### config.mk
export PLATFORM = sky130hd
export DESIGN_NAME = lsu_byte_split
export DESIGN_NICKNAME = d
export VERILOG_FILES = /design/src/rtl/lsu_byte_split.sv
export SDC_FILE = /design/constraint.sdc
export NUM_CORES = 1
export LEC_CHECK = 0
export ABC_CLOCK_PERIOD_IN_PS = 5600
export BUFFER_PORTS_ARGS = -buffer_cell sky130_fd_sc_hd__buf_2
export CAP_MARGIN = 10
export CORE_UTILIZATION = 56
export CTS_CLUSTER_SIZE = 14
export DETAILED_ROUTE_END_ITERATION = 10
export HOLD_SLACK_MARGIN = 0.08
export MAX_ROUTING_LAYER = met4
export PLACE_DENSITY = 0.87
export SLEW_MARGIN = 20
export SYNTH_ARGS = -nofsm -noshare
export SYNTH_HDL_FRONTEND = slang
export SYNTH_SLANG_ARGS = --single-unit
### constraint.sdc
create_clock -name clk -period 5.6 [get_ports clk]
set_input_delay 1.68 -clock clk [delete_from_list [all_inputs] [get_ports clk]]
set_output_delay 1.68 -clock clk [all_outputs]
set_load 0.1 [all_outputs]
### src/rtl/lsu_byte_split.sv
// lsu_byte_split
//   Load/store unit between the execute/memory stage and data_memory.
//   Accepts one request at a time and checks its funct3 encoding, address
//   range and alignment. It then drives data_memory either as one aligned
//   access or as a run of single-byte accesses (misaligned requests, split
//   build only). The extended load data and a fault code are returned over
//   a response handshake.
//
//   Build option: define LSU_MISALIGN_SPLIT_EN to execute misaligned
//   LH/LHU/LW/SH/SW as byte sequences. Without it those requests return
//   fault 01 and make no memory access.
//
// Ports
//   clk, rst_n        clock (rising edge), asynchronous active-low reset
//   req_valid/ready   request handshake; req_we, req_funct3, req_addr,
//                     req_wdata are captured on accept
//   resp_valid/ready  response handshake; resp_rdata (extended load data,
//                     0 for stores/faults), resp_fault (00 ok, 01 misaligned,
//                     10 out of range, 11 illegal funct3)
//   mem_addr, mem_wdata, mem_we, mem_ctrl  data_memory port (dm_ctrl encoding)
//   mem_rdata         combinational read data from data_memory
module lsu_byte_split #(
  parameter int unsigned MEM_BYTES = 256
) (
  input  logic        clk,
  input  logic        rst_n,
  input  logic        req_valid,
  output logic        req_ready,
  input  logic        req_we,
  input  logic [2:0]  req_funct3,
  input  logic [31:0] req_addr,
  input  logic [31:0] req_wdata,
  output logic        resp_valid,
  input  logic        resp_ready,
  output logic [31:0] resp_rdata,
  output logic [1:0]  resp_fault,
  output logic [31:0] mem_addr,
  output logic [31:0] mem_wdata,
  output logic        mem_we,
  output logic [2:0]  mem_ctrl,
  input  logic [31:0] mem_rdata
);

`ifdef LSU_MISALIGN_SPLIT_EN
  typedef enum logic [1:0] {IDLE = 2'd0, ACCESS = 2'd1, BYTES = 2'd2, RESP = 2'd3} state_t;
`else
  typedef enum logic [1:0] {IDLE = 2'd0, ACCESS = 2'd1, RESP = 2'd3} state_t;
`endif

  state_t state, state_next;

  // Captured request; every memory-side output is driven from these.
  logic        r_we;
  logic [2:0]  r_f3;
  logic [31:0] r_addr;
  logic [31:0] r_wdata;

  // Request checks, evaluated on the live request inputs at accept.
  logic [2:0]  req_size;
  logic [32:0] req_end;
  logic        req_illegal;
  logic        req_oor;
  logic        req_misaligned;
  logic [1:0]  acc_fault;

  always_comb begin
    case (req_funct3[1:0])
      2'b00:   req_size = 3'd1;
      2'b01:   req_size = 3'd2;
      default: req_size = 3'd4;
    endcase
  end

  // 33-bit sum so that wrap-around past 0xFFFFFFFF shows up as a carry.
  assign req_end = {1'b0, req_addr} + {30'b0, req_size} - 33'd1;

  always_comb begin
    if (req_we)
      req_illegal = (req_funct3 != 3'b000) && (req_funct3 != 3'b001) &&
                    (req_funct3 != 3'b010);
    else
      req_illegal = (req_funct3 == 3'b011) || (req_funct3 == 3'b110) ||
                    (req_funct3 == 3'b111);
  end

  assign req_oor = req_end[32] || (req_end[31:0] >= MEM_BYTES);

  assign req_misaligned = ((req_funct3[1:0] == 2'b01) && req_addr[0]) ||
                          ((req_funct3[1:0] == 2'b10) && (req_addr[1:0] != 2'b00));

  always_comb begin
    if (req_illegal)
      acc_fault = 2'b11;
    else if (req_oor)
      acc_fault = 2'b10;
`ifndef LSU_MISALIGN_SPLIT_EN
    else if (req_misaligned)
      acc_fault = 2'b01;
`endif
    else
      acc_fault = 2'b00;
  end

`ifdef LSU_MISALIGN_SPLIT_EN
  // Byte-sequence datapath: idx walks the bytes, asm collects load bytes
  // little-endian. Only halfwords and words ever take this path.
  logic [1:0]  idx;
  logic [31:0] asm_q;
  logic [31:0] asm_next;
  logic [31:0] asm_ext;
  logic        byte_last;

  assign byte_last = (idx == ((r_f3[1:0] == 2'b01) ? 2'd1 : 2'd3));

  always_comb begin
    asm_next = asm_q;
    asm_next[{idx, 3'b000} +: 8] = mem_rdata[7:0];
  end

  always_comb begin
    case (r_f3)
      3'b000:  asm_ext = {{24{asm_next[7]}}, asm_next[7:0]};
      3'b001:  asm_ext = {{16{asm_next[15]}}, asm_next[15:0]};
      3'b100:  asm_ext = {24'b0, asm_next[7:0]};
      3'b101:  asm_ext = {16'b0, asm_next[15:0]};
      default: asm_ext = asm_next;
    endcase
  end
`endif

  // State register
  always_ff @(posedge clk or negedge rst_n) begin
    if (!rst_n)
      state <= IDLE;
    else
      state <= state_next;
  end

  // Next-state logic
  always_comb begin
    state_next = state;
    case (state)
      IDLE: begin
        if (req_valid) begin
          if (acc_fault != 2'b00)
            state_next = RESP;
`ifdef LSU_MISALIGN_SPLIT_EN
          else if (req_misaligned)
            state_next = BYTES;
`endif
          else
            state_next = ACCESS;
        end
      end
      ACCESS: state_next = RESP;
`ifdef LSU_MISALIGN_SPLIT_EN
      BYTES: if (byte_last) state_next = RESP;
`endif
      RESP: if (resp_ready) state_next = IDLE;
      default: state_next = IDLE;
    endcase
  end

  // Output logic
  always_comb begin
    req_ready  = (state == IDLE);
    resp_valid = (state == RESP);
    mem_addr   = '0;
    mem_wdata  = '0;
    mem_we     = 1'b0;
    mem_ctrl   = 3'b111;
    case (state)
      ACCESS: begin
        mem_addr  = r_addr;
        mem_wdata = r_wdata;
        mem_we    = r_we;
        mem_ctrl  = r_f3;
      end
`ifdef LSU_MISALIGN_SPLIT_EN
      BYTES: begin
        mem_addr  = r_addr + {30'b0, idx};
        mem_we    = r_we;
        mem_ctrl  = r_we ? 3'b000 : 3'b100;
        mem_wdata = r_we ? {24'b0, r_wdata[{idx, 3'b000} +: 8]} : '0;
      end
`endif
      default: ;
    endcase
  end

  // Request capture and response datapath
  always_ff @(posedge clk or negedge rst_n) begin
    if (!rst_n) begin
      r_we       <= 1'b0;
      r_f3       <= '0;
      r_addr     <= '0;
      r_wdata    <= '0;
      resp_rdata <= '0;
      resp_fault <= '0;
`ifdef LSU_MISALIGN_SPLIT_EN
      idx        <= '0;
      asm_q      <= '0;
`endif
    end else begin
      case (state)
        IDLE: begin
          if (req_valid) begin
            r_we       <= req_we;
            r_f3       <= req_funct3;
            r_addr     <= req_addr;
            r_wdata    <= req_wdata;
            resp_fault <= acc_fault;
            resp_rdata <= '0;
`ifdef LSU_MISALIGN_SPLIT_EN
            idx        <= '0;
            asm_q      <= '0;
`endif
          end
        end
        ACCESS: begin
          if (!r_we)
            resp_rdata <= mem_rdata;
        end
`ifdef LSU_MISALIGN_SPLIT_EN
        BYTES: begin
          idx <= idx + 2'd1;
          if (!r_we) begin
            asm_q <= asm_next;
            if (byte_last)
              resp_rdata <= asm_ext;
          end
        end
`endif
        default: ;
      endcase
    end
  end

endmodule
## After elaboration in Yosys (flattened, before gate mapping)

Cells that the tools add are included.

- Add/subtract/negate cells: 2
- Divide/modulo/power cells: 0
- Shift operators: 0
- Bitwise gates (word level): 0
- Magnitude comparators: 1
- Multiply operators: 0
- Equal/unequal tests: 12
- Mux-type cells: 16
- Reductions and logical operators: 17

Operators by type and width:

| cell | number |
|---|---|
| 2-to-1 mux 32 bit | 4 |
| one-hot mux 32 bit (2 select lines) | 1 |
| adder 32 x 3 -> 33 bit | 1 |
| subtractor 33 x 1 -> 33 bit, second input constant | 1 |
| greater-or-equal comparator 32 x 9 -> 1 bit, second input constant | 1 |
| 2-to-1 mux 2 bit | 5 |
| == test 3 bit, second input constant | 2 |
| one-hot mux 2 bit (3 select lines) | 1 |
| one-hot mux 3 bit (2 select lines) | 1 |
| nonzero test 2 bit | 3 |
| == test 2 x 1 -> 1 bit, second input constant | 2 |
| == test 2 bit, second input constant | 2 |
| logical AND 1 bit | 4 |
| zero test 2 bit | 2 |
| logical OR 1 bit | 4 |
| inequality test 2 bit, second input constant | 2 |
| AND reduction 2 bit | 2 |
| == test 3 x 2 -> 1 bit, second input constant | 1 |
| 2-to-1 mux 1 bit | 3 |
| 2-to-1 mux 3 bit | 1 |
| inequality test 3 x 1 -> 1 bit, second input constant | 1 |
| inequality test 3 x 2 -> 1 bit, second input constant | 1 |
| AND reduction 3 bit | 1 |
| nonzero test 3 bit | 1 |
| inequality test 2 x 1 -> 1 bit, second input constant | 1 |

- Output and inout bits: 104
- Latch bits: 0
- Bits in registers: 104
- Memory bits (writable): 0
- Memories kept: 0
- Memory bits (read-only): 0

## Longest topological paths before layout

Gate-level depths: netlist of the first run.

- Depth after elaboration: 12
- Gate-level depth with buffers: 16
- Depth with buffers taken out: 16

## Worst setup path before layout of the first run

Ideal clock, no wire load.

- Path kind: input to register
- Start point: in req_funct3[1]
- End point: reg resp_fault[1]
- Arrival: 4,314 ps
- Stages: 15
- Required time: 5,459 ps
- Buffers on the path: 0
- Slack: 1,145 ps
- Cells stage by stage: or2_2 > ha_1 > inv_1 > ha_1 > inv_1 > fa_1 > nand2b_1 > a21oi_1 > o211ai_1 > a31oi_1 > a21oi_1 > a2bb2oi_1 > nor4_1 > and4b_1 > a31oi_1

- Cells in the longest elaborated chain, start to end: 8
- Elaborated cells on any way between the ends: 20
- Those cells by class: add/sub (2); order compare (1); eq/ne (6); mux (4); reduce/logical (7)

RTL lines:

| what | RTL line | RTL |
|---|---|---|
| start: declaration | 30 | `input logic [2:0] req_funct3,` |
| == test 2 x 1 -> 1 bit / zero test 2 bit (equally long branches) | 67 | `case (req_funct3[1:0])` |
| one-hot mux 3 bit (2 select lines) | 67 |  |
| adder 32 x 3 -> 33 bit | 75 | `assign req_end = {1'b0, req_addr} + {30'b0, req_size} - 33'd1;` |
| subtractor 33 x 1 -> 33 bit | 75 |  |
| greater-or-equal comparator 32 x 9 -> 1 bit | 86 | `assign req_oor = req_end[32] \|\| (req_end[31:0] >= MEM_BYTES);` |
| logical OR 1 bit | 86 |  |
| 2-to-1 mux 2 bit | 94 | `else if (req_oor)` |
| 2-to-1 mux 2 bit (*) | 92 | `if (req_illegal)` |
| end signal: assignment | 212 | `resp_fault <= acc_fault;` |
| end: declaration | 36 | `output logic [1:0] resp_fault,` |

Every way passes the cells marked *; elsewhere a longest branch is shown, timed or not.
A chain may end at the register's enable or synchronous reset.

## Worst setup path after layout of the first run

- Start point: in req_funct3[0]
- End point: reg resp_fault[1]

Same word-level chain as after synthesis.

==> results_dict.tcl, run 1 <==
set metrics [dict create \
    cts_tree "done" \
    synth_area_leader_cell "sky130_fd_sc_hd__dfrtp_1" \
    fraction_of_synthesis_flops_using_an_asynchronous_set_or_reset_pin 1.00 \
    total_number_of_clock_tree_sinks 104 \
    grt_pass1_wl_um 28300 \
    postCtsResizedCells 0 \
    crit_end_element "register" \
    synth_top_area_frac 0.407 \
    clkTransAtPathRegs_ns 0.07 \
    cts_max_path_buffers 2 \
    firstDrtPassIters 5 \
    cp-start-kind "input pin" \
    crit_type "in -> reg" \
    port_buffers 207 \
    cts.htree.levels 3 \
    die_w_um 109 \
    grt_max_degree 74 \
    synth.avg_cell_area_um2 8.36 \
    core_area_um2 11000 \
    fin_nets 1085 \
    synthesis.nets 904 \
    insertion_delay_ns 0.35 \
    hold_class "reg -> reg" \
    wirelength_um 18100 \
    drt_iter0_markers 368 \
    n_fill_cell 921 \
    grt_setup_unrepaired "no" \
    count_of_cell_types_in_the_netlist 65 \
    ctsHoldBuffers 0 \
    cts_root_buf "sky130_fd_sc_hd__clkbuf_16" \
    die_y_um 109 \
    peakVddDrop_uv 736 \
    fmaxAchievable_mhz 211 \
    postPlaceCellArea_um2 7470 \
    vias 6189 \
    timing.max_slew.rel_slack 0.375 \
    clkPwrFrac 0.135 \
    multi_input_comb_area_um2 3440 \
    start_util 0.582 \
    layout-area-overhead-vs-synth_pct 22.3 \
    sequentialPowerShare 0.246 \
    antenna_left 0 \
    grt_pass1_vias 5731 \
    power.static_leakage_nw 4.16 \
    routedWlPerCell_um 16.6 \
    cts_buffers 9 \
    boundaryPins 208 \
    via_per_inst 5.67 \
    synth_top_flop_cell "sky130_fd_sc_hd__dfrtp_1" \
    register_area_um2 2600 \
    placement_rows 38 \
    timing.critical_path.fanout_max 5 \
    setup-tns-final_ns 0 \
    finalMaxSlewViolations 0 \
    syn-cell-area_um2 6390 \
    dp.final_hpwl_um 13900 \
    fin_skew_ns 0.00400 \
    outcome "complete, no violations" \
    timing.final.crit_period_ns 4.74 \
    slack_of_the_critical_path_ns 0.859 \
    grt_usage 0.320 \
    hold_viol_final 0 \
    yosysWarnings 0 \
    report.final.setup_viol 0 \
    cp.required_ns 5.82 \
    report.power.total_mw 5.03 \
    switching_share 0.594 \
    synth_sequential_area_ratio 0.407 \
    crit_arrival_ns 4.96 \
    synth_edf_count 0 \
    timing.final.crit_share 0.847 \
    worstMarginPinSlew_ns 0.938 \
    grt_overflow_total 0 \
    fp.dieArea_um2 11800 \
    drcViolationCount 0 \
    synthCells 765 \
    power.density_nw_per_um2 643 \
    grt_antenna_before_repair 0 \
    intPower_mw 2.04 \
    design_area_um2 7820 \
    synth.top_cells.by_area "sky130_fd_sc_hd__dfrtp_1 (41%), sky130_fd_sc_hd__nand2_1 (10%), sky130_fd_sc_hd__and2_1 (6.7%)" \
    maxCapViolations 0 \
    yosys_register_bits 104 \
    dp_slack_ns 0.564 \
    share_comb_of_total_power 0.620 \
    drive_gt1_frac 0.260 \
    post_cts.repair.setup_buffers 0 \
    routability_cong 0.997 \
    switchingPower_mw 2.99 \
]
## sequential cells by signal, indices dropped and copies added (netlist names)
register and count:
r_addr 32, r_wdata 32, resp_rdata 32, r_f3 3, resp_fault 2, state 2, r_we 1
## power groups by stage
stage          sequential (mW)  combinational, mW  clock (mW)
6_report                  1.23               3.12       0.676
4_1_cts                   1.23               3.10       0.683
3_3_place_gp              1.23               3.07           0
5_1_grt                   1.27               3.28       0.713
3_5_place_dp              1.25               3.09           0
2_1_floorplan             1.82               1.97           0
## cell usage after synthesis (2+ instances only)
library cell,count
sky130_fd_sc_hd__a21oi_1,42
sky130_fd_sc_hd__xor2_1,4
sky130_fd_sc_hd__o32ai_1,2
sky130_fd_sc_hd__nand3_1,10
sky130_fd_sc_hd__o211ai_1,11
sky130_fd_sc_hd__a221o_1,2
sky130_fd_sc_hd__a21o_1,3
sky130_fd_sc_hd__nor4_1,3
sky130_fd_sc_hd__o22ai_1,3
sky130_fd_sc_hd__xnor2_1,3
sky130_fd_sc_hd__o21ai_0,47
sky130_fd_sc_hd__dfrtp_1,104
sky130_fd_sc_hd__buf_4,2
sky130_fd_sc_hd__nand4_1,10
sky130_fd_sc_hd__a22o_1,32
sky130_fd_sc_hd__o21ai_1,5
sky130_fd_sc_hd__o21bai_1,2
sky130_fd_sc_hd__buf_2,9
sky130_fd_sc_hd__clkbuf_1,30
sky130_fd_sc_hd__nand2_1,176
sky130_fd_sc_hd__and3_1,5
sky130_fd_sc_hd__o21a_1,3
sky130_fd_sc_hd__a31oi_1,7
sky130_fd_sc_hd__nor3_1,8
sky130_fd_sc_hd__a41oi_1,3
sky130_fd_sc_hd__o31ai_1,2
sky130_fd_sc_hd__ha_1,34
sky130_fd_sc_hd__nand2b_1,6
sky130_fd_sc_hd__a311oi_1,2
sky130_fd_sc_hd__a21boi_0,4
sky130_fd_sc_hd__a211oi_1,7
sky130_fd_sc_hd__nor2b_1,4
sky130_fd_sc_hd__nor2_1,29
sky130_fd_sc_hd__and2_1,68
sky130_fd_sc_hd__o2111ai_1,4
sky130_fd_sc_hd__inv_1,48
sky130_fd_sc_hd__a21oi_2,3
## worst paths after layout
kind,from,endpoint,slack [ns],cells past startpoint
worst max-delay path,req_funct3[0],resp_fault[1],0.86,16
worst min-delay path,r_wdata[23],r_wdata[23],0.47,2
worst max register to register,state[0],resp_fault[1],3.56,5
worst min register to register,r_wdata[23],r_wdata[23],0.47,2
max in group asynchronous,rst_n,r_wdata[25],3.19,2
min in group asynchronous,rst_n,r_addr[7],1.45,1
## worst max-delay path, stage by stage
cell and delay, ns:
sky130_fd_sc_hd__buf_2 0.13, sky130_fd_sc_hd__or2_2 0.28, sky130_fd_sc_hd__ha_1 0.18, sky130_fd_sc_hd__inv_1 0.05
sky130_fd_sc_hd__ha_1 0.15, sky130_fd_sc_hd__inv_1 0.05, sky130_fd_sc_hd__fa_1 0.35, sky130_fd_sc_hd__nand2b_1 0.17
sky130_fd_sc_hd__a21oi_1 0.29, sky130_fd_sc_hd__o211ai_1 0.19, sky130_fd_sc_hd__a31oi_1 0.37, sky130_fd_sc_hd__a21oi_1 0.13
sky130_fd_sc_hd__a2bb2oi_1 0.15, sky130_fd_sc_hd__nor4_1 0.35, sky130_fd_sc_hd__and4b_1 0.33, sky130_fd_sc_hd__a31oi_1 0.11
## cell usage in the layout (no fill, tap or decap), types with 7 or more instances in the layout
master	n
sky130_fd_sc_hd__a211oi_1	7
sky130_fd_sc_hd__a21oi_1	42
sky130_fd_sc_hd__a22o_1	32
sky130_fd_sc_hd__a31oi_1	7
sky130_fd_sc_hd__and2_1	68
sky130_fd_sc_hd__buf_2	206
sky130_fd_sc_hd__clkbuf_16	9
sky130_fd_sc_hd__dfrtp_1	104
sky130_fd_sc_hd__ha_1	34
sky130_fd_sc_hd__inv_1	48
sky130_fd_sc_hd__nand2_1	175
sky130_fd_sc_hd__nand3_1	10
sky130_fd_sc_hd__nand4_1	10
sky130_fd_sc_hd__nor2_1	29
sky130_fd_sc_hd__nor3_1	8
sky130_fd_sc_hd__o211ai_1	11
sky130_fd_sc_hd__o21ai_0	47
## cell families (layout without fill, tap and decap cells)
kind of cell               count (synthesis)  count (layout)  share of synthesized area
and+or+nand+nor                          328             328                      0.241
DFF                                      104             104                      0.407
AOI/OAI and AO/OA                        198             198                      0.212
xor gates and xnor gates                   7               7                    0.00959
other                                      0               1                          0
buffers and inverters                     91             277                     0.0575
muxes                                      2               2                    0.00333
adders and majority gates                 35              35                     0.0697
## final cells by class
type / count / area share
clock inverter: 6 / 0.0109
sequential: 104 / 0.333
antenna: 1 / 0.000320
inverter: 48 / 0.0231
clock buffer: 10 / 0.0306
multi-input combinational: 570 / 0.440
timing repair buffer: 213 / 0.140
tap: 140 / 0.0224
## routing by layer
metal	part of all wire	wire (um)	up-vias	global-route usage
li1	-	-	2995	-
met1	0.42	7550	2924	0.388
met2	0.49	8890	244	0.531
met3	0.076	1380	26	0.0675
met4	0.015	280	0	0.105
met5	0	0	-	-
## through the flow
stage,std cells,hold slack (ns),utilization
4_1_cts,1090,0.472,0.710
3_3_place_gp,1074,0.448,0.680
3_5_place_dp,1074,0.454,0.680
2_1_floorplan,765,0.437,-
5_1_grt,1091,0.484,0.711
6_report,1092,0.467,0.712
(Power assumes the default switching activity.)
==> inputs of run 2 (changes only) <==
- ABC_CLOCK_PERIOD_IN_PS: 5600 -> 4000
- CORE_UTILIZATION: 56 -> 47
- PLACE_DENSITY: 0.87 -> 0.78
- clock period: 5.6 -> 4 ns (I/O delays scaled with it)
==> run 2 against run 1 <==
Register-to-register slack worse by 1.6 ns. Critical path type unchanged. Global-route usage down 4.3 points. Largest power group unchanged. Clock-buffer cell count down 1. Sequential cell count unchanged.
==> results_dict.tcl, run 2 (synthesis gave the netlist of run 1 again) <==
set metrics [dict create \
    timing.final.crit_period_ns 3.91 \
    timing.critical_path.fanout_max 3 \
    die_y_um 119 \
    antenna_cells 0 \
    start_util 0.483 \
    placement_rows 42 \
    multi_input_comb_area_um2 3520 \
    wirelength_um 18900 \
    crit_type "in -> reg" \
    grt_pass1_vias 5984 \
    cts_root_buf "sky130_fd_sc_hd__clkbuf_16" \
    fin_skew_ns 0.00814 \
    vias 6324 \
    power.static_leakage_nw 4.37 \
    crit-reg2reg-launch "state[0]" \
    timing.max_slew.rel_slack 0.298 \
    drt_iter0_markers 466 \
    clkTransAtPathRegs_ns 0.07 \
    worst_r2r_end "r_addr[1]" \
    dp.final_hpwl_um 14700 \
    share_comb_of_total_power 0.629 \
    switchingPower_mw 4.20 \
    cts_max_path_buffers 2 \
    drive_gt1_frac 0.305 \
    grt_usage 0.277 \
    clkPwrFrac 0.125 \
    cts_tree "done" \
    cp_common_cell "sky130_fd_sc_hd__buf_4" \
    total_number_of_clock_tree_sinks 104 \
    grt_overflow_total 0 \
    cp.required_ns 4.24 \
    outcome "complete, no violations" \
    sequentialPowerShare 0.246 \
    cts.htree.levels 3 \
    reg_top3 "r_addr (32), r_wdata (32), resp_rdata (32)" \
    fmaxAchievable_mhz 256 \
    final_cell_count_no_fill 1167 \
    max_stage_delay_ns 0.40 \
    insertion_delay_ns 0.35 \
    finalMaxSlewViolations 0 \
    power.density_nw_per_um2 854 \
    mostFrequentLayoutCells "sky130_fd_sc_hd__buf_2 (206), sky130_fd_sc_hd__nand2_1 (174), sky130_fd_sc_hd__dfrtp_1 (104)" \
    report.final.setup_viol 0 \
    maxCapViolations 0 \
    register_area_um2 2600 \
    peakVddDrop_uv 395 \
    worstMarginPinSlew_ns 1.05 \
    timing.final.crit_share 0.977 \
    drcViolationCount 0 \
    via_per_inst 5.42 \
    intPower_mw 2.85 \
    grt_pass1_wl_um 30300 \
    core_area_um2 13200 \
    boundaryPins 208 \
    setup-tns-final_ns 0 \
    placed_instances 1150 \
    grt_antenna_before_repair 0 \
    slowest_stage "sky130_fd_sc_hd__or3_1" \
    timing.critical_path.cells "buf_2, inv_1, buf_4, ha_1, inv_1, ha_1, a211oi_2, buf_4, o211ai_1, buf_4, nand4_1, o211ai_1, or3_1, nand4_1, nor4_2, and4b_1, a31o_1" \
    cts_buffers 9 \
    cp-start-kind "input pin" \
    worstHoldPathCells 2 \
    die_w_um 119 \
    final_common_cell "sky130_fd_sc_hd__buf_2" \
    port_buffers 207 \
    count_of_cells_along_the_worst_register_to_register_path 5 \
    hold_viol_final 0 \
    worst_hold_end "r_wdata[1]" \
    fp.dieArea_um2 14100 \
    hold_start "r_wdata[1]" \
    critical_path.startpoint "req_funct3[1]" \
    routedWlPerCell_um 16.2 \
    switching_share 0.596 \
    rrSetupSlack_ns 1.97 \
    grt_max_degree 60 \
    n_fill_cell 1203 \
    crit_end_element "register" \
    antenna_left 0 \
    crit_arrival_ns 4.14 \
    layout-area-overhead-vs-synth_pct 29.1 \
    fin_nets 1125 \
    routability_cong 0.960 \
    hold_class "reg -> reg" \
    firstDrtPassIters 5 \
]
==> run 2: changes by cell type in the layout (fill, tap and decap cells not counted), sizes merged <==
cell / delta
buf: +40
clkinv: +4
bufinv: -1
clkbuf: -1
clkinvlp: -1
diode: -1
inv: -1
==> run 2: how the worst max path moves through the flow <==
stage	slack, ns	depth (start not counted)	to
final	0.09	17	resp_fault[0]
after CTS	0.02	16	resp_fault[1]
after floorplan	0.02	15	resp_fault[1]
after global placement	-0.33	16	resp_fault[1]
after detailed placement	-0.31	16	resp_fault[1]
after global routing	-0.02	18	resp_fault[1]
==> run 2: layer usage <==
layer | vias up | wire length (um) | GRT usage
met5 | - | 0 | -
met3 | 23 | 1000 | 0.0430
met4 | 0 | 269 | 0.0665
li1 | 3074 | - | -
met1 | 3029 | 8270 | 0.357
met2 | 198 | 9360 | 0.457
==> run 2: cell type report <==
type / instances / share of cell area
inverter: 48 / 0.0218
timing repair buffer: 253 / 0.172
clock inverter: 7 / 0.0105
multi-input combinational: 570 / 0.426
tap: 176 / 0.0267
clock buffer: 9 / 0.0273
sequential: 104 / 0.315
==> run 2: worst max-delay path: cells and delay by family <==
kind | cells | cell delay (ns)
AO/OA/AOI/OAI | 4 | 0.75
adder cells (fa/ha/maj) | 2 | 0.60
AND/OR/NAND/NOR | 5 | 0.91
buffers and inverters | 6 | 0.68
==> run 2: timing repair <==
action | in CTS | in global routing
hold endpoints to repair | 0 | 0
hold buffers | 0 | 0
buffers inserted | 0 | 1
setup endpoints to repair | 0 | 3
resized for setup | 0 | 16
==> run 2: power by group through the flow <==
stage,Sequential (mW),Combinational (mW),Clock (mW)
floorplan,2.55,2.76,0
global placement,1.73,4.39,0
detailed placement,1.75,4.41,0
CTS,1.73,4.43,0.897
global route,1.79,4.67,0.948
finish,1.73,4.44,0.883
==> run 2: through the flow <==
| step | hold WS (ns) | instance area [um2] | power, mW | setup WS, ns | util |
|---|---|---|---|---|---|
| after global placement | 0.449 | 7850 | 6.12 | -0.328 | 0.593 |
| after CTS | 0.473 | 8160 | 7.06 | 0.0158 | 0.616 |
| after global routing | 0.483 | 8250 | 7.41 | -0.0239 | 0.623 |
| final | 0.467 | 8250 | 7.05 | 0.0909 | 0.623 |
| after floorplan | 0.437 | 6390 | 5.31 | 0.0250 | - |
| after detailed placement | 0.454 | 7850 | 6.17 | -0.315 | 0.593 |
==> inputs of run 3 (changes only) <==
- ABC_AREA: default -> 1
- CORE_UTILIZATION: 47 -> 48
- SLEW_MARGIN: 20 -> default
==> run 3 against run 2 <==
Power increased by 5.5%. Clock-buffer cell count increased by 1. First-iteration DRC count increased by 5.4%. Worst hold slack improved by 0.011 ns. Register-to-register slack got worse by 0.07 ns. Cell count increased by 29%. Via count increased by 14%. Critical path depth increased by 9. Global-route usage decreased by 1.3 points. Synthesized cell count increased by 46%. Largest cell class unchanged.
==> results_dict.tcl, run 3 <==
set metrics [dict create \
    report.final.setup_viol 0 \
    cp-start-kind "input pin" \
    power.static_leakage_nw 5.30 \
    power.density_nw_per_um2 849 \
    hold_class "reg -> reg" \
    worst_r2r_end "resp_rdata[25]" \
    crit_end_element "register" \
    cts_root_buf "sky130_fd_sc_hd__clkbuf_16" \
    layout-area-overhead-vs-synth_pct 21.4 \
    synth_top_family_by_area "simple AND/OR/NAND/NOR gates" \
    synth_common_cells "sky130_fd_sc_hd__nand2_1 (303), sky130_fd_sc_hd__inv_1 (261), sky130_fd_sc_hd__o21ai_0 (137), sky130_fd_sc_hd__nor2_1 (111), sky130_fd_sc_hd__dfrtp_1 (104)" \
    worst_hold_end "r_f3[1]" \
    post_cts.repair.setup_buffers 0 \
    grt_overflow_total 0 \
    start_util 0.495 \
    drcViolationCount 0 \
    count_of_cell_types_in_the_netlist 32 \
    synth_area_leader_cell "sky130_fd_sc_hd__dfrtp_1" \
    grt_max_degree 72 \
    total_number_of_clock_tree_sinks 104 \
    parity_gate_share_of_the_synthesized_area_counting_xor_and_xnor_cells 0.00243 \
    routability_cong 0.940 \
    cts_max_path_buffers 2 \
    fmaxAchievable_mhz 279 \
    grt_usage 0.264 \
    die_w_um 125 \
    synth_compound_area_frac 0.116 \
    fp.dieArea_um2 15500 \
    grt_pass1_vias 6635 \
    die_y_um 125 \
    maxCapViolations 0 \
    yosys_register_bits 104 \
    ctsHoldBuffers 0 \
    rrSetupSlack_ns 1.90 \
    via_per_inst 4.79 \
    antenna_left 0 \
    synth_fa_ha_area_frac 0.0617 \
    hold_viol_final 0 \
    synth.avg_cell_area_um2 6.46 \
    synthCells 1117 \
    synth_sequential_area_ratio 0.361 \
    wirelength_um 19500 \
    synth.top_cells.by_area "sky130_fd_sc_hd__dfrtp_1 (36%), sky130_fd_sc_hd__nand2_1 (16%), sky130_fd_sc_hd__inv_1 (14%)" \
    outcome "complete, no violations" \
    port_buffers 207 \
    synth.area.mux_share 0 \
    cp.required_ns 4.24 \
    layout.core_utilization 0.601 \
    dp.final_hpwl_um 15800 \
    firstDrtPassIters 5 \
    crit_type "in -> reg" \
    fin_skew_ns 0.0118 \
    fraction_of_synthesis_flops_using_an_asynchronous_set_or_reset_pin 1.00 \
    cts.htree.levels 3 \
    vias 7211 \
    synthesis.nets 1256 \
    routedWlPerCell_um 12.9 \
    worstMarginPinSlew_ns 1.04 \
    timing.final.crit_share 0.895 \
    cts_buffers 9 \
    fin_nets 1452 \
    mostFrequentLayoutCells "sky130_fd_sc_hd__nand2_1 (301), sky130_fd_sc_hd__inv_1 (261), sky130_fd_sc_hd__buf_2 (205)" \
    synth_edf_count 0 \
    design_area_um2 8760 \
    grt_antenna_before_repair 2 \
    most_numerous_cell_in_the_yosys_netlist "sky130_fd_sc_hd__nand2_1" \
    insertion_delay_ns 0.34 \
    timing.final.crit_period_ns 3.58 \
    worstHoldPathCells 2 \
    drt_iter0_markers 491 \
    crit-reg2reg-launch "state[0]" \
    count_of_cells_along_the_worst_register_to_register_path 6 \
    postPlaceCellArea_um2 8460 \
    synth_top_flop_cell "sky130_fd_sc_hd__dfrtp_1" \
    dp_slack_ns 0.0763 \
    synth_top_area_frac 0.361 \
    crit_arrival_ns 3.82 \
    core_area_um2 14600 \
    placement_rows 44 \
    timing.max_slew.rel_slack 0.307 \
    hold_start "r_f3[1]" \
    cts_tree "done" \
    timing.critical_path.fanout_max 4 \
    synth_simple_gate_area_frac 0.305 \
    syn-cell-area_um2 7220 \
    peakVddDrop_uv 477 \
    postCtsResizedCells 0 \
    slack_of_the_critical_path_ns 0.422 \
    clkTransAtPathRegs_ns 0.07 \
    report.power.total_mw 7.44 \
    grt_pass1_wl_um 32100 \
    boundaryPins 208 \
    setup-tns-final_ns 0 \
    drive_gt1_frac 0.213 \
    finalMaxSlewViolations 0 \
    reg_top3 "r_addr (32), r_wdata (32), resp_rdata (32)" \
    yosysWarnings 0 \
    final_common_cell "sky130_fd_sc_hd__nand2_1" \
]
[run 3: cell count changes after synthesis, sizes merged, moves of 22 or more]
cell   before  now
a21oi      45   23
a22o       32    0
and2       69    4
inv        48  265
nand2     176  315
nand3      10   46
nor2       29  126
o21ai      53  137
[run 3: metal layers]
layer	global-route usage	wire, um	vias up
met1	0.344	9020	3221
met5	-	0	-
met3	0.0460	1060	30
li1	-	-	3760
met4	0.0765	435	0
met2	0.420	8950	200
[run 3: cell type report]
class | count | area (um2)
Clock buffer | 10 | 239
Multi-Input combinational cell | 717 | 3510
Sequential cell | 104 | 2600
Clock inverter | 6 | 61.3
Tap cell | 184 | 230
Fill cell | 1434 | 5830
Antenna cell | 2 | 5.00
Timing Repair Buffer | 215 | 1110
Inverter | 266 | 998
[run 3: logic make-up after synthesis]
kind of cell               after synthesis
DFF                                    104
buffers and inverters                  296
AOI/OAI and AO/OA                      164
and+or+nand+nor                        516
adders and majority gates               35
xor gates and xnor gates                 2
[run 3: worst max path at each step]
stage | slack (ns) | startpoint | depth (start not counted) | end
CTS | 0.43 | req_funct3[1] | 26 | resp_fault[1]
global placement | 0.18 | req_funct3[1] | 26 | resp_fault[1]
detailed placement | 0.08 | req_funct3[1] | 26 | resp_fault[1]
finish | 0.42 | req_funct3[1] | 26 | resp_fault[1]
global route | -0.007 | req_funct3[1] | 26 | resp_fault[1]
floorplan | 0.53 | req_funct3[1] | 25 | state[1]
[run 3: stage by stage]
stage	std cells	hold WS (ns)
2_1_floorplan	1117	0.446
3_3_place_gp	1486	0.459
3_5_place_dp	1486	0.468
4_1_cts	1502	0.484
5_1_grt	1504	0.520
6_report	1504	0.477
[run 3: power by group]
part	internal, mW	switching (mW)	total (mW)
Combinational	0.759	4.06	4.82
Clock	0.455	0.412	0.866
Sequential	1.55	0.200	1.75
Total	2.77	4.68	7.44
[run 3: critical path: stages]
cell and delay, ns:
sky130_fd_sc_hd__buf_2 0.12, sky130_fd_sc_hd__inv_1 0.10, sky130_fd_sc_hd__nand2_1 0.07, sky130_fd_sc_hd__ha_1 0.27
sky130_fd_sc_hd__inv_1 0.07, sky130_fd_sc_hd__ha_2 0.21, sky130_fd_sc_hd__inv_1 0.06, sky130_fd_sc_hd__fa_1 0.35
sky130_fd_sc_hd__inv_1 0.09, sky130_fd_sc_hd__nand3_1 0.07, sky130_fd_sc_hd__nand2_1 0.09, sky130_fd_sc_hd__nand2_1 0.07
sky130_fd_sc_hd__nand2_1 0.11, sky130_fd_sc_hd__nand2_1 0.08, sky130_fd_sc_hd__nand2_1 0.07, sky130_fd_sc_hd__nand2_1 0.04
sky130_fd_sc_hd__nand2_1 0.06, sky130_fd_sc_hd__nand2_1 0.04, sky130_fd_sc_hd__nor2_1 0.08, sky130_fd_sc_hd__nand3_1 0.11
sky130_fd_sc_hd__inv_1 0.09, sky130_fd_sc_hd__nand3_2 0.06, sky130_fd_sc_hd__nor2_2 0.11, sky130_fd_sc_hd__nand3_1 0.08
sky130_fd_sc_hd__nand2_1 0.08, sky130_fd_sc_hd__inv_1 0.03
